File: src/rtl/mem_wb_stage.sv
// ---------------------------------------------------------------------------
// mem_wb_stage
//   Pipeline register and load-return unit between MEM and register-file
//   writeback of the 5-stage RV32I core. Non-load results are written back
//   one cycle after acceptance. A load parks the stage in WAIT, with upstream
//   stalled, until the data-memory response arrives. The addressed
//   byte/halfword/word is then extracted and sign- or zero-extended.
//
//   Optional feature macro: LOAD_TIMEOUT_EN
//     When defined, a load still waiting after TIMEOUT_CYCLES WAIT cycles is
//     abandoned. The stage then produces a non-writing wb pulse with data
//     32'hDEAD_BEEF and a one-cycle load_err pulse. When undefined, WAIT lasts
//     until d_ready and load_err is constant 0.
//
// Ports
//   clk          core clock, rising edge
//   reset_n      asynchronous active-low reset
//   in_valid     MEM stage presents a valid instruction
//   opcode       RV32I opcode of the presented instruction
//   funct3       load width/sign (LB/LH/LW/LBU/LHU; 011/110/111 act as LW)
//   rd           destination register
//   res          ALU result (byte address for loads)
//   load_shift   byte offset within the word
//   d_data_read  data-memory read word
//   d_ready      d_data_read valid this cycle
//   stall_req    upstream must hold (high while in WAIT)
//   wb_valid     one-cycle pulse per retired instruction
//   wb_rd        writeback register
//   wb_data      writeback value
//   wb_we        register-file write enable
//   load_err     one-cycle pulse when a load is abandoned
// ---------------------------------------------------------------------------
module mem_wb_stage #(
  parameter int unsigned TIMEOUT_CYCLES = 255
) (
  input  logic        clk,
  input  logic        reset_n,
  input  logic        in_valid,
  input  logic [6:0]  opcode,
  input  logic [2:0]  funct3,
  input  logic [4:0]  rd,
  input  logic [31:0] res,
  input  logic [1:0]  load_shift,
  input  logic [31:0] d_data_read,
  input  logic        d_ready,
  output logic        stall_req,
  output logic        wb_valid,
  output logic [4:0]  wb_rd,
  output logic [31:0] wb_data,
  output logic        wb_we,
  output logic        load_err
);

  localparam logic [6:0] OPC_LOAD  = 7'b0000011;
  localparam logic [6:0] OPC_OP    = 7'b0110011;
  localparam logic [6:0] OPC_OPIMM = 7'b0010011;
  localparam logic [6:0] OPC_LUI   = 7'b0110111;
  localparam logic [6:0] OPC_AUIPC = 7'b0010111;
  localparam logic [6:0] OPC_JAL   = 7'b1101111;
  localparam logic [6:0] OPC_JALR  = 7'b1100111;

  typedef enum logic [0:0] {
    ST_IDLE = 1'b0,
    ST_WAIT = 1'b1
  } state_t;

  state_t      state_r;
  state_t      state_nxt_s;

  logic [4:0]  lat_rd_r;
  logic [2:0]  lat_funct3_r;
  logic [1:0]  lat_shift_r;

  logic        wb_valid_r;
  logic [4:0]  wb_rd_r;
  logic [31:0] wb_data_r;
  logic        wb_we_r;
  logic        load_err_r;

  logic        wb_valid_nxt_s;
  logic [4:0]  wb_rd_nxt_s;
  logic [31:0] wb_data_nxt_s;
  logic        wb_we_nxt_s;
  logic        load_err_nxt_s;

  logic        accept_load_s;
  logic        timeout_s;

  // Selects and extends the addressed byte/halfword of a load response.
  // A misaligned halfword at offset 3 naturally sees zeros above byte 3.
  function automatic logic [31:0] extract_load(input logic [2:0]  f3,
                                               input logic [1:0]  sh,
                                               input logic [31:0] word);
    logic [31:0] s;
    s = word >> {sh, 3'b000};
    case (f3)
      3'b000:  extract_load = {{24{s[7]}}, s[7:0]};
      3'b001:  extract_load = {{16{s[15]}}, s[15:0]};
      3'b100:  extract_load = {24'h00_0000, s[7:0]};
      3'b101:  extract_load = {16'h0000, s[15:0]};
      default: extract_load = word;
    endcase
  endfunction

  // Opcodes whose result is architecturally written to rd.
  function automatic logic writes_rd(input logic [6:0] op);
    case (op)
      OPC_OP, OPC_OPIMM, OPC_LUI, OPC_AUIPC, OPC_JAL, OPC_JALR: writes_rd = 1'b1;
      default: writes_rd = 1'b0;
    endcase
  endfunction

  // A load is only accepted from IDLE; d_ready in that same cycle is ignored.
  assign accept_load_s = (state_r == ST_IDLE) && in_valid && (opcode == OPC_LOAD);

`ifdef LOAD_TIMEOUT_EN
  localparam int unsigned CNT_W = 16;
  logic [CNT_W-1:0] wait_cnt_r;

  // Counts WAIT cycles without a response; restarts on each accepted load.
  always_ff @(posedge clk or negedge reset_n) begin
    if (!reset_n) begin
      wait_cnt_r <= {CNT_W{1'b0}};
    end else if (accept_load_s) begin
      wait_cnt_r <= {CNT_W{1'b0}};
    end else if ((state_r == ST_WAIT) && !d_ready) begin
      wait_cnt_r <= wait_cnt_r + CNT_W'(1);
    end else begin
      wait_cnt_r <= wait_cnt_r;
    end
  end

  // The count includes the current cycle, so the load is abandoned at the
  // end of the TIMEOUT_CYCLES-th WAIT cycle; a same-cycle d_ready wins.
  assign timeout_s = (state_r == ST_WAIT) && !d_ready &&
                     (wait_cnt_r == CNT_W'(TIMEOUT_CYCLES - 32'd1));
`else
  assign timeout_s = 1'b0;
`endif

  // State register.
  always_ff @(posedge clk or negedge reset_n) begin
    if (!reset_n) begin
      state_r <= ST_IDLE;
    end else begin
      state_r <= state_nxt_s;
    end
  end

  // Next-state decode.
  always_comb begin
    state_nxt_s = state_r;
    case (state_r)
      ST_IDLE: begin
        if (accept_load_s) begin
          state_nxt_s = ST_WAIT;
        end else begin
          state_nxt_s = ST_IDLE;
        end
      end
      ST_WAIT: begin
        if (d_ready || timeout_s) begin
          state_nxt_s = ST_IDLE;
        end else begin
          state_nxt_s = ST_WAIT;
        end
      end
      default: state_nxt_s = ST_IDLE;
    endcase
  end

  // Next values of the writeback registers; rd/data/we hold when no pulse.
  always_comb begin
    wb_valid_nxt_s = 1'b0;
    wb_rd_nxt_s    = wb_rd_r;
    wb_data_nxt_s  = wb_data_r;
    wb_we_nxt_s    = wb_we_r;
    load_err_nxt_s = 1'b0;
    case (state_r)
      ST_IDLE: begin
        if (in_valid && (opcode != OPC_LOAD)) begin
          wb_valid_nxt_s = 1'b1;
          wb_rd_nxt_s    = rd;
          wb_data_nxt_s  = res;
          wb_we_nxt_s    = writes_rd(opcode) && (rd != 5'd0);
        end else begin
          wb_valid_nxt_s = 1'b0;
        end
      end
      ST_WAIT: begin
        if (d_ready) begin
          wb_valid_nxt_s = 1'b1;
          wb_rd_nxt_s    = lat_rd_r;
          wb_data_nxt_s  = extract_load(lat_funct3_r, lat_shift_r, d_data_read);
          wb_we_nxt_s    = (lat_rd_r != 5'd0);
        end else if (timeout_s) begin
          wb_valid_nxt_s = 1'b1;
          wb_rd_nxt_s    = lat_rd_r;
          wb_data_nxt_s  = 32'hDEAD_BEEF;
          wb_we_nxt_s    = 1'b0;
          load_err_nxt_s = 1'b1;
        end else begin
          wb_valid_nxt_s = 1'b0;
        end
      end
      default: begin
        wb_valid_nxt_s = 1'b0;
      end
    endcase
  end

  // Registered writeback outputs.
  always_ff @(posedge clk or negedge reset_n) begin
    if (!reset_n) begin
      wb_valid_r <= 1'b0;
      wb_rd_r    <= 5'd0;
      wb_data_r  <= 32'd0;
      wb_we_r    <= 1'b0;
      load_err_r <= 1'b0;
    end else begin
      wb_valid_r <= wb_valid_nxt_s;
      wb_rd_r    <= wb_rd_nxt_s;
      wb_data_r  <= wb_data_nxt_s;
      wb_we_r    <= wb_we_nxt_s;
      load_err_r <= load_err_nxt_s;
    end
  end

  // Load descriptor captured when the load leaves MEM.
  always_ff @(posedge clk or negedge reset_n) begin
    if (!reset_n) begin
      lat_rd_r     <= 5'd0;
      lat_funct3_r <= 3'd0;
      lat_shift_r  <= 2'd0;
    end else if (accept_load_s) begin
      lat_rd_r     <= rd;
      lat_funct3_r <= funct3;
      lat_shift_r  <= load_shift;
    end else begin
      lat_rd_r     <= lat_rd_r;
      lat_funct3_r <= lat_funct3_r;
      lat_shift_r  <= lat_shift_r;
    end
  end

  assign stall_req = (state_r == ST_WAIT);
  assign wb_valid  = wb_valid_r;
  assign wb_rd     = wb_rd_r;
  assign wb_data   = wb_data_r;
  assign wb_we     = wb_we_r;
  assign load_err  = load_err_r;

endmodule

File: config.mk
export PLATFORM = sky130hd
export DESIGN_NAME = mem_wb_stage
export DESIGN_NICKNAME = d
export VERILOG_FILES = /design/src/rtl/mem_wb_stage.sv
export SDC_FILE = /design/constraint.sdc
export NUM_CORES = 1
export LEC_CHECK = 0
export CORE_MARGIN = 4
export CORE_UTILIZATION = 42
export CTS_CLUSTER_SIZE = 16
export DETAILED_ROUTE_END_ITERATION = 12
export PLACE_DENSITY = 0.89
export SLEW_MARGIN = 40
export SYNTH_ARGS = -nofsm -noshare
export SYNTH_HDL_FRONTEND = slang
export SYNTH_SLANG_ARGS = --single-unit
File: constraint.sdc
create_clock -name clk -period 1.8 [get_ports clk]
set_input_delay 0.36 -clock clk [delete_from_list [all_inputs] [get_ports clk]]
set_output_delay 0.36 -clock clk [all_outputs]
set_load 0.1 [all_outputs]
==> results of run 1 <==
[power by group through the flow]
stage               Combinational (mW)  Clock, mW  Sequential, mW
floorplan                        0.329          0            1.97
global placement                  1.71          0            1.37
detailed placement                1.74          0            1.38
CTS                               1.75      0.672            1.36
global route                      1.83      0.715            1.37
finish                            1.77      0.667            1.36
[registers in the layout (all words and copies together) (netlist names)]
name / flops
wb_rd: 5
wb_data: 32
lat_rd_r: 5
lat_shift_r: 2
wb_valid: 1
wb_we: 1
lat_funct3_r: 3
stall_req: 1
[layer usage]
layer / track usage (%) / routed length [um] / vias up / part of all wire, %
met1: 32.2 / 3620 / 1476 / 35
met2: 45.2 / 5330 / 246 / 52
met5: 0 / 0 / - / 0
met4: 9.88 / 318 / 0 / 3.1
li1: - / - / 1350 / -
met3: 5.25 / 1050 / 32 / 10
[cells by family (layout without fill, tap and decap cells)]
kind of cell	count (synthesis)	count (layout)
AO/OA/AOI/OAI	109	109
buffers and inverters	33	170
flip-flops	50	50
multiplexers	26	26
other	1	1
AND/OR/NAND/NOR	63	63
[synth_stat cells (all sizes together)]
master	number
dfrtp	50
nor2	24
o21ai	23
a221oi	22
nand2	22
o22ai	16
a21oi	14
clkbuf	14
mux2i	14
buf	12
mux2	11
o2bb2ai	9
inv	7
a211oi	5
nor3	5
o221ai	5
a211o	4
a2bb2oi	3
and2	2
nand4b	2
nor2b	2
or4	2
a21o	1
a22o	1
a22oi	1
a31o	1
a41o	1
and3	1
and4b	1
conb	1
mux4	1
nand3	1
o21a	1
o21bai	1
o311ai	1
or3	1
[final timing paths]
path | start | slack [ns] | cells after the start | to
worst max-delay path | d_data_read[31] | -0.01 | 6 | wb_data[30]$_DFFE_PN0P_
worst min-delay path | reset_n | 0.08 | 1 | lat_rd_r[3]$_DFFE_PN0P_
worst max register to register | lat_shift_r[1]$_DFFE_PN0P_ | 0.02 | 5 | wb_data[30]$_DFFE_PN0P_
worst min register to register | lat_rd_r[4]$_DFFE_PN0P_ | 0.53 | 1 | lat_rd_r[4]$_DFFE_PN0P_
max in group asynchronous | reset_n | 1.13 | 2 | stall_req$_DFF_PN0_
min in group clk | lat_rd_r[4]$_DFFE_PN0P_ | 0.53 | 1 | lat_rd_r[4]$_DFFE_PN0P_
[per-stage QoR]
step | TNS, ns | power [mW]
2_1_floorplan | -0.160 | 2.30
3_3_place_gp | -7.56 | 3.09
3_5_place_dp | -6.83 | 3.12
4_1_cts | 0 | 3.78
5_1_grt | -0.0822 | 3.92
6_report | -0.0263 | 3.80
[what timing repair did]
item,in CTS,in global routing
resized for setup,1,8
setup endpoints to repair,1,5
buffers inserted,0,1
cloned,0,0
hold buffers,0,0
[worst reg2reg max path, stage by stage (launching register included)]
cell	delay [ns]
sky130_fd_sc_hd__dfrtp_1	0.43
sky130_fd_sc_hd__mux4_2	0.61
sky130_fd_sc_hd__buf_4	0.19
sky130_fd_sc_hd__mux2i_4	0.16
sky130_fd_sc_hd__buf_12	0.16
sky130_fd_sc_hd__o22ai_1	0.09
[placed cells by master, fill, tap and decap left out, types with 9 or more instances in the layout]
master / netlist / layout
sky130_fd_sc_hd__o22ai_1: 16 / 16
sky130_fd_sc_hd__clkdlybuf4s50_1: 0 / 83
sky130_fd_sc_hd__a21oi_1: 13 / 13
sky130_fd_sc_hd__mux2i_1: 13 / 11
sky130_fd_sc_hd__nand2_1: 22 / 22
sky130_fd_sc_hd__o2bb2ai_1: 9 / 9
sky130_fd_sc_hd__nor2_1: 24 / 23
sky130_fd_sc_hd__a221oi_1: 22 / 19
sky130_fd_sc_hd__buf_4: 5 / 26
sky130_fd_sc_hd__mux2_2: 11 / 11
sky130_fd_sc_hd__buf_12: 0 / 44
sky130_fd_sc_hd__dfrtp_1: 50 / 49
sky130_fd_sc_hd__o21ai_0: 23 / 21
[layout make-up]
type	instances	area (um2)	share of cell area, %
inverter	7	26.3	0.549
timing repair buffer	155	1920	40.2
clock buffer	6	72.6	1.52
multi-input combinational	199	1400	29.3
sequential	50	1250	26.2
tap	77	96.3	2.01
clock inverter	2	15.0	0.313
==> impl_summary.md, run 1 <==
CTS
The depth of the CTS H-tree is 2. TritonCTS built the clock tree. The buffer cell driving the clock tree root is sky130_fd_sc_hd__clkbuf_8. The longest clock path from root to sink contains 2 buffers. The count of clock tree sinks is 50. Buffers inserted during clock tree synthesis total 5. Clock-pin slew was measured on the worst setup and hold paths at 0.10 ns. The clock latency at the later pin of the worst-skew pair is 0.31 ns.

Worst setup path
For this design, the slowest cell found on the critical path is sky130_fd_sc_hd__mux4_2. Data on the critical path is required at its endpoint by 1.98 ns. Broken down by cell family, the worst path's largest delay share belongs to buffers and inverters.

STA classifies the critical path startpoint as an input pin. The data arrival time of the critical path is around 2.0 ns. On the worst path, the slowest cell contributes a delay of 0.57 ns.

The class of the most critical setup path is in2reg. The combined buffer and inverter count along the critical path is 3. Of all nets on the critical path, the largest fanout is 16. Traced cell by cell, the critical path runs through clkdlybuf4s50_1 > mux4_2 > buf_4 > mux2i_4 > buf_12 > o22ai_1.

The worst setup path is captured at a register.

Logic synthesis
Of the total synthesized cell area, the portion taken by XOR and XNOR cells is 0%. The synthesized netlist devotes 0% of its cell area to adder and majority cells. The register bit count reported by yosys is 50. The net count after synthesis is approximately 370. The cell taking the most area after synthesis is sky130_fd_sc_hd__dfrtp_1. The synthesized netlist devotes 28.3% of its cell area to compound gates.

Summing the sequential cell areas from Yosys gives between 40 and 50% of the chip area. The fraction of synthesized cell area taken by the top area cell type is 45.1%. After synthesis, the largest family of logic cells by area is compound AO/OA/AOI/OAI gates. Measured against the total synthesized area, the mux share comes to 10.8%. The area share of and/or/nand/nor cells after synthesis is 10.2%. The Yosys step of the flow raised 0 warnings. The mean post-synth cell area is 9.83 um2.

After synthesis the cells add up to 2770 um2. The cell count after synthesis came out at around 280. Ranked by total cell area, the synthesized netlist is headed by sky130_fd_sc_hd__dfrtp_1, sky130_fd_sc_hd__a221oi_1, sky130_fd_sc_hd__mux2i_1.

Yosys mapped the design onto 43 distinct sky130hd cell types.

Placement
The weighted congestion reported at the end of routability-driven placement is 0.983. During placement, the flow inserted port buffers numbering 124. Prior to clock tree synthesis, the placed netlist has a worst setup slack of -0.325 ns. The half-perimeter wire length after detailed placement is 7790 um. The placed instances occupy a cell area of 4660 um2. The number of placed cells counting well taps is between 400 and 500.

Timing
The count of final hold-check violations was 0. Headroom to the max-slew limit came out at 53.3%. Setup violations remaining at the end of the flow were counted as 4. Setup repair after global routing could not meet its margin everywhere. For this run, the top clock speed supported by timing is 552 MHz.

The worst slack on hold paths is 0.0769 ns. For the pin with the worst max-slew slack, the measured transition is 0.700 ns. The number of pins with negative max-slew slack in the final report is 0. Across all setup checks in the final design, the least slack found is -0.0131 ns.

The minimum clock period is 1.81 ns. The post-route clock period utilization is 101%. Between clock sinks in the finished design, the worst skew comes to 0.0136 ns.

Global route
Global routing used 26.2% of the available tracks. The via count of the first global-routing pass is 3,068. The first-pass GRT wire length is 15,800 um. The total grt overflow is 0. The number of antenna violations at the first check in global routing was 0. The maximum number of pins on one net before global-route repair is 29.

Drt
The first routing iteration left between 300 and 400 violations. The post-detailed-route via-to-cell ratio is 6.26. Wires add up to 10,300 um. For this run, design rule violations remaining after detail routing come to 0.

The residual antenna-violating net count after detailed routing is 0. The average wire per standard cell is 20.8 um. The number of vias in the routed layout is 3,104. The number of detailed-route iterations in the first pass is 6.

Power and ir drop
The largest vdd supply drop is 0.502 mV. The reported leakage power is 1.97 nW. Net switching is approximately 41% of the power. The internal power consumption is around 2.2 mW. The power share of the sequential group is 35.8%. The net switching power figure is 1.57 mW.

In this run the power density over the cells is 793 nW/um2. The share of total power dissipated in the clock network is 17.6%. The fraction of power consumed by combinational cells is a little under half.

Outcome
The run finished, with violations left. The final reports fail on negative setup slack.

Die
The floorplan step defined a die boundary enclosing 7960 um2. In this run the core area contains 29 standard-cell rows. The number of top-level design ports is 126.

In this run the horizontal extent of the chip is 89.2 um. Measured along the y axis, the die boundary spans 89.2 um. The floorplan step defined a core boundary enclosing 6390 um2. Once the floorplan was initialized, standard cells occupied 43.4% of the core.

Final layout
The count of placed standard cells in the final layout, fillers left out is about 500. The number of nets in the layout is 503. The final instance area is 4790 um2.

The fraction of final layout cells sized beyond drive strength 1 is 25.5%. The share of the core filled with cells in the final layout is approximately 75%. The antenna cell count is 0.

From synthesis to final layout, the design area changed by 72.8%. After filler insertion, the fill cell instance count of the layout stands at 390.

Job
The total of max-cap violations is 0.

Min path
The path class of the tightest hold or removal check is in2async.
Note: power is estimated with default switching activity, not from simulation.
==> inputs of run 2 (changes only) <==
--- a/config.mk
+++ b/config.mk
@@ -5,8 +5,9 @@
 export SDC_FILE = /design/constraint.sdc
 export NUM_CORES = 1
 export LEC_CHECK = 0
+export ABC_AREA = 1
 export CORE_MARGIN = 4
-export CORE_UTILIZATION = 42
+export CORE_UTILIZATION = 44
 export CTS_CLUSTER_SIZE = 16
 export DETAILED_ROUTE_END_ITERATION = 12
 export PLACE_DENSITY = 0.89
==> run 2 against run 1 <==
Effect of this change: the flow now finishes without violations; clock power up 27%; synthesized cell count increased by 66%; register-to-register slack better by 0.14 ns; via count is 16% higher; clock skew decreased by 0.0066 ns; worst hold slack improved by 0.43 ns; first-iteration DRC count shrank 4.6%; core utilization is 2.4 points lower; die area rose by 8.4%; routed wire length increased by 1.5%; highest routed layer unchanged.
==> impl_summary.md, run 2 <==
Outcome
The run finished with clean final reports.

Power and ir drop
The largest vdd supply drop came to 0.470 mV (-6.4%). The power density over the cells is 794 nW/um2 (about the same). The reported leakage power was 2.40 nW (+22%). The total power is 3.98 mW (+4.8%).

Logic synthesis
Sorting the synthesized cells by area gives the leading types as sky130_fd_sc_hd__dfrtp_1, sky130_fd_sc_hd__nand2_1, sky130_fd_sc_hd__o21ai_0. Sorting the synthesized cells by how often they occur yields sky130_fd_sc_hd__nand2_1, sky130_fd_sc_hd__dfrtp_1, sky130_fd_sc_hd__o21ai_0. The number of instances in the synthesized netlist is 469 (+66%). In the synthesized netlist the dominant register cell turns out to be sky130_fd_sc_hd__dfrtp_1. The mean post-synth cell area is 6.77 um2 (-31%).

The fraction of the yosys area taken by sequential cells is 39.4% (-5.7 points). The register bit count reported by yosys was 50 (unchanged). The fraction of synthesized cell area taken by the top area cell type is 39.4% (-5.7 points). The share of flip-flops with an asynchronous set or reset is 100% (unchanged). Summed over all instances, the cell type with the most area after synthesis is sky130_fd_sc_hd__dfrtp_1. The total number of yosys warnings is 0 (unchanged). The most frequently used cell type in the post-synthesis netlist is sky130_fd_sc_hd__nand2_1. The post-synthesis cell type count is 30 (-30%). The net count after synthesis is 554 (+51%).

The number of synthesized flops with an enable pin is 0 (unchanged). The cell area after synthesis is 3170 um2 (+14%).

Global route
The maximum number of pins on one net before global-route repair is 33 (+14%). The via count of the first global-routing pass came to 3,627 (+18%). The first-pass GRT wire length is 17,200 um (+9.2%).

The met3 capacity usage during global routing came to 4.96% (-0.30 points). The met1 usage in global routing is 30.0% (-2.2 points). The overall track demand over capacity in global routing came to 24.7% (-1.5 points). The total grt overflow is 0 (unchanged). The met2 global-route usage is 43.6% (-1.7 points). The number of antenna violations at the first check in global routing is 0 (unchanged). The global routing stage identified its most utilized layer as met2.

Worst setup path
The worst reg2reg path depth is 7 (+2). The data required time at the worst endpoint came to 2.00 ns (+0.02 ns). The worst setup path is captured at a register. The data arrival time of the critical path came to 1.83 ns (-0.17 ns). The worst setup path is launched from a register. The capture point of the worst reg-to-reg path is wb_data[31]$_DFFE_PN0P_.

The worst setup path is of the reg2reg kind. The peak fanout along the critical path is 24 (+8). The worst-case register-to-register setup slack is 0.16 ns (+0.14 ns).

The worst reg2reg path startpoint is lat_shift_r[0]$_DFFE_PN0P_.

Timing
The achievable frequency is 610 MHz (+11%). The post-route clock period utilization is 91.1% (-9.6 points). The total setup violations reported at the end of the flow came to 0 (-4).

Setup repair after global routing left no endpoint under its margin. The number of pins with negative max-slew slack in the final report is 0 (unchanged). The minimum clock period came to 1.64 ns (-0.174 ns).

The count of final hold-check violations is 0 (unchanged). The clock tree skew after final layout is 0.00697 ns (-0.00664 ns).

Die
The starting density of the core is 45.9% (+2.5 points). The number of rows in the core area was 30 (+3.4%). The floorplan die area is 8630 um2 (+8.4%). The y dimension of the die came to 92.9 um (+4.1%). The area of the placeable core came to 6910 um2 (+8.2%). The overall die width was 92.9 um (+4.1%). The number of top-level design ports was 126 (unchanged).

CTS
The number of buffers created by CTS is 5 (unchanged). The count of clock tree sinks is 50 (unchanged). The total setup buffers inserted after CTS is 0 (unchanged).

The clock latency at the later pin of the worst-skew pair is 0.31 ns (about the same). The clock input transition at the sequential cells of the worst setup and hold paths is 0.10 ns (about the same). The maximum buffer depth of the clock tree came to 2 (unchanged). The buffer cell driving the clock tree root is sky130_fd_sc_hd__clkbuf_8. The depth of the CTS H-tree is 2 (unchanged).

The TritonCTS clock tree is built.

Final layout
The count of placed standard cells in the final layout, fillers left out is 682 (+38%). The antenna cell count is 0 (unchanged). The flip-flop count of the largest register after layout is 32 (unchanged). The number of nets in the layout was 670 (+33%). The fraction of final layout cells sized beyond drive strength 1 came to 14.0% (-12 points).

The most common library cell in the layout ignoring fill and taps is sky130_fd_sc_hd__nand2_1. The layout-stage area growth over the synthesis result is 58.1%. In the layout the commonest cells are sky130_fd_sc_hd__nand2_1, sky130_fd_sc_hd__clkdlybuf4s50_1, sky130_fd_sc_hd__dfrtp_1.

Job
The total of max-cap violations was 0 (unchanged).

Drt
The detailed-route wire length is 10,500 um (+1.5%). The residual antenna-violating net count after detailed routing is 0 (unchanged). The number of remaining DRC errors is 0 (unchanged). The number of DRC markers in iteration 0 came to 313 (-4.6%). The number of vias in the routed layout is 3,588 (+16%). The post-detailed-route via-to-cell ratio was 5.26 (-16%). The number of detailed-route iterations in the first pass is 5 (-1). The average wire per standard cell is 15.3 um (-26%).

Placement
The number of I/O port buffers is 124 (unchanged). The number of placed cells counting well taps is 673 (+38%). The half-perimeter wire length after detailed placement came to 8160 um (+4.7%).

The weighted congestion reported at the end of routability-driven placement is 0.888 (-9.7%).

Min path
The path class of the tightest hold or removal check is in2async.
## run 2: changes by cell type in the layout (fill, tap and decap cells not counted), sizes merged, moves of 16 or more
cell,previous run,this run
inv,7,32
o22ai,16,0
nand2,22,177
nand3,1,36
a221oi,22,0
o21ai,23,51
## run 2: how the worst max path moves through the flow
stage / start / end / slack, ns / cells after the start
after detailed placement: opcode[2] / wb_data[26]$_DFFE_PN0P_ / -0.16 / 10
after global routing: lat_shift_r[0]$_DFFE_PN0P_ / wb_data[26]$_DFFE_PN0P_ / 0.003 / 7
after floorplan: stall_req$_DFF_PN0_ / wb_data[31]$_DFFE_PN0P_ / 0.10 / 8
after CTS: lat_shift_r[0]$_DFFE_PN0P_ / wb_data[26]$_DFFE_PN0P_ / 0.08 / 6
final: lat_shift_r[0]$_DFFE_PN0P_ / wb_data[31]$_DFFE_PN0P_ / 0.16 / 7
after global placement: opcode[1] / wb_data[13]$_DFFE_PN0P_ / 0.02 / 11
## run 2: worst max-delay path, stage by stage (launching register included)
cell and delay (ns):
sky130_fd_sc_hd__dfrtp_2 0.50, sky130_fd_sc_hd__buf_4 0.20, sky130_fd_sc_hd__nand2_1 0.06, sky130_fd_sc_hd__nand3_1 0.14, sky130_fd_sc_hd__nand3_4 0.24, sky130_fd_sc_hd__nand3_1 0.18
sky130_fd_sc_hd__o211ai_1 0.12, sky130_fd_sc_hd__nand2_1 0.09
## run 2: layout make-up
cell class | count | area, um2
well taps | 96 | 120
repair buffers | 144 | 1810
flip-flops and latches | 50 | 1250
fillers | 545 | 1890
clock buffers | 5 | 68.8
clock inverters | 3 | 47.5
inverters | 30 | 115
multi-input cells | 354 | 1600
## run 2: power by group
group          internal, mW  switching [mW]  total [mW]
sequential             1.23           0.128        1.36
clock                 0.425           0.422       0.847
combinational         0.678            1.10        1.78
total                  2.33            1.65        3.98
## run 2: logic make-up (layout without fill, tap and decap cells)
logic type / after synthesis / in the layout / synth area share [%]
buf+inv: 65 / 182 / 10.3
other cells: 1 / 1 / 0.118
simple gates: 271 / 271 / 36.2
flops: 50 / 50 / 39.4
compound gates: 82 / 82 / 14.0
## run 2: through the flow
stage | hold slack (ns) | util (%) | instance area, um2 | setup slack [ns] | TNS [ns]
6_report | 0.503 | 72.6 | 5020 | 0.160 | 0
5_1_grt | 0.540 | 72.6 | 5020 | 0.00288 | 0
4_1_cts | 0.514 | 72.6 | 5010 | 0.0769 | 0
3_5_place_dp | 0.318 | 70.8 | 4890 | -0.158 | -3.75
3_3_place_gp | 0.307 | 70.8 | 4890 | 0.0242 | 0
2_1_floorplan | 0.0644 | - | 3170 | 0.101 | 0
## run 2: per-layer routing
layer,wire length [um],share of wire (%),vias up
met5,0,0,-
met4,303,2.9,0
met3,789,7.5,29
met2,5140,49,167
met1,4240,40,1652
li1,-,-,1740
## run 2: what timing repair did
| item | 4_1_cts | 5_1_grt |
|---|---|---|
| gates resized for setup | 0 | 1 |
| endpoints found under the setup margin | 0 | 28 |
| hold buffers | 1 | 0 |
| endpoints found under the hold margin | 17 | 0 |
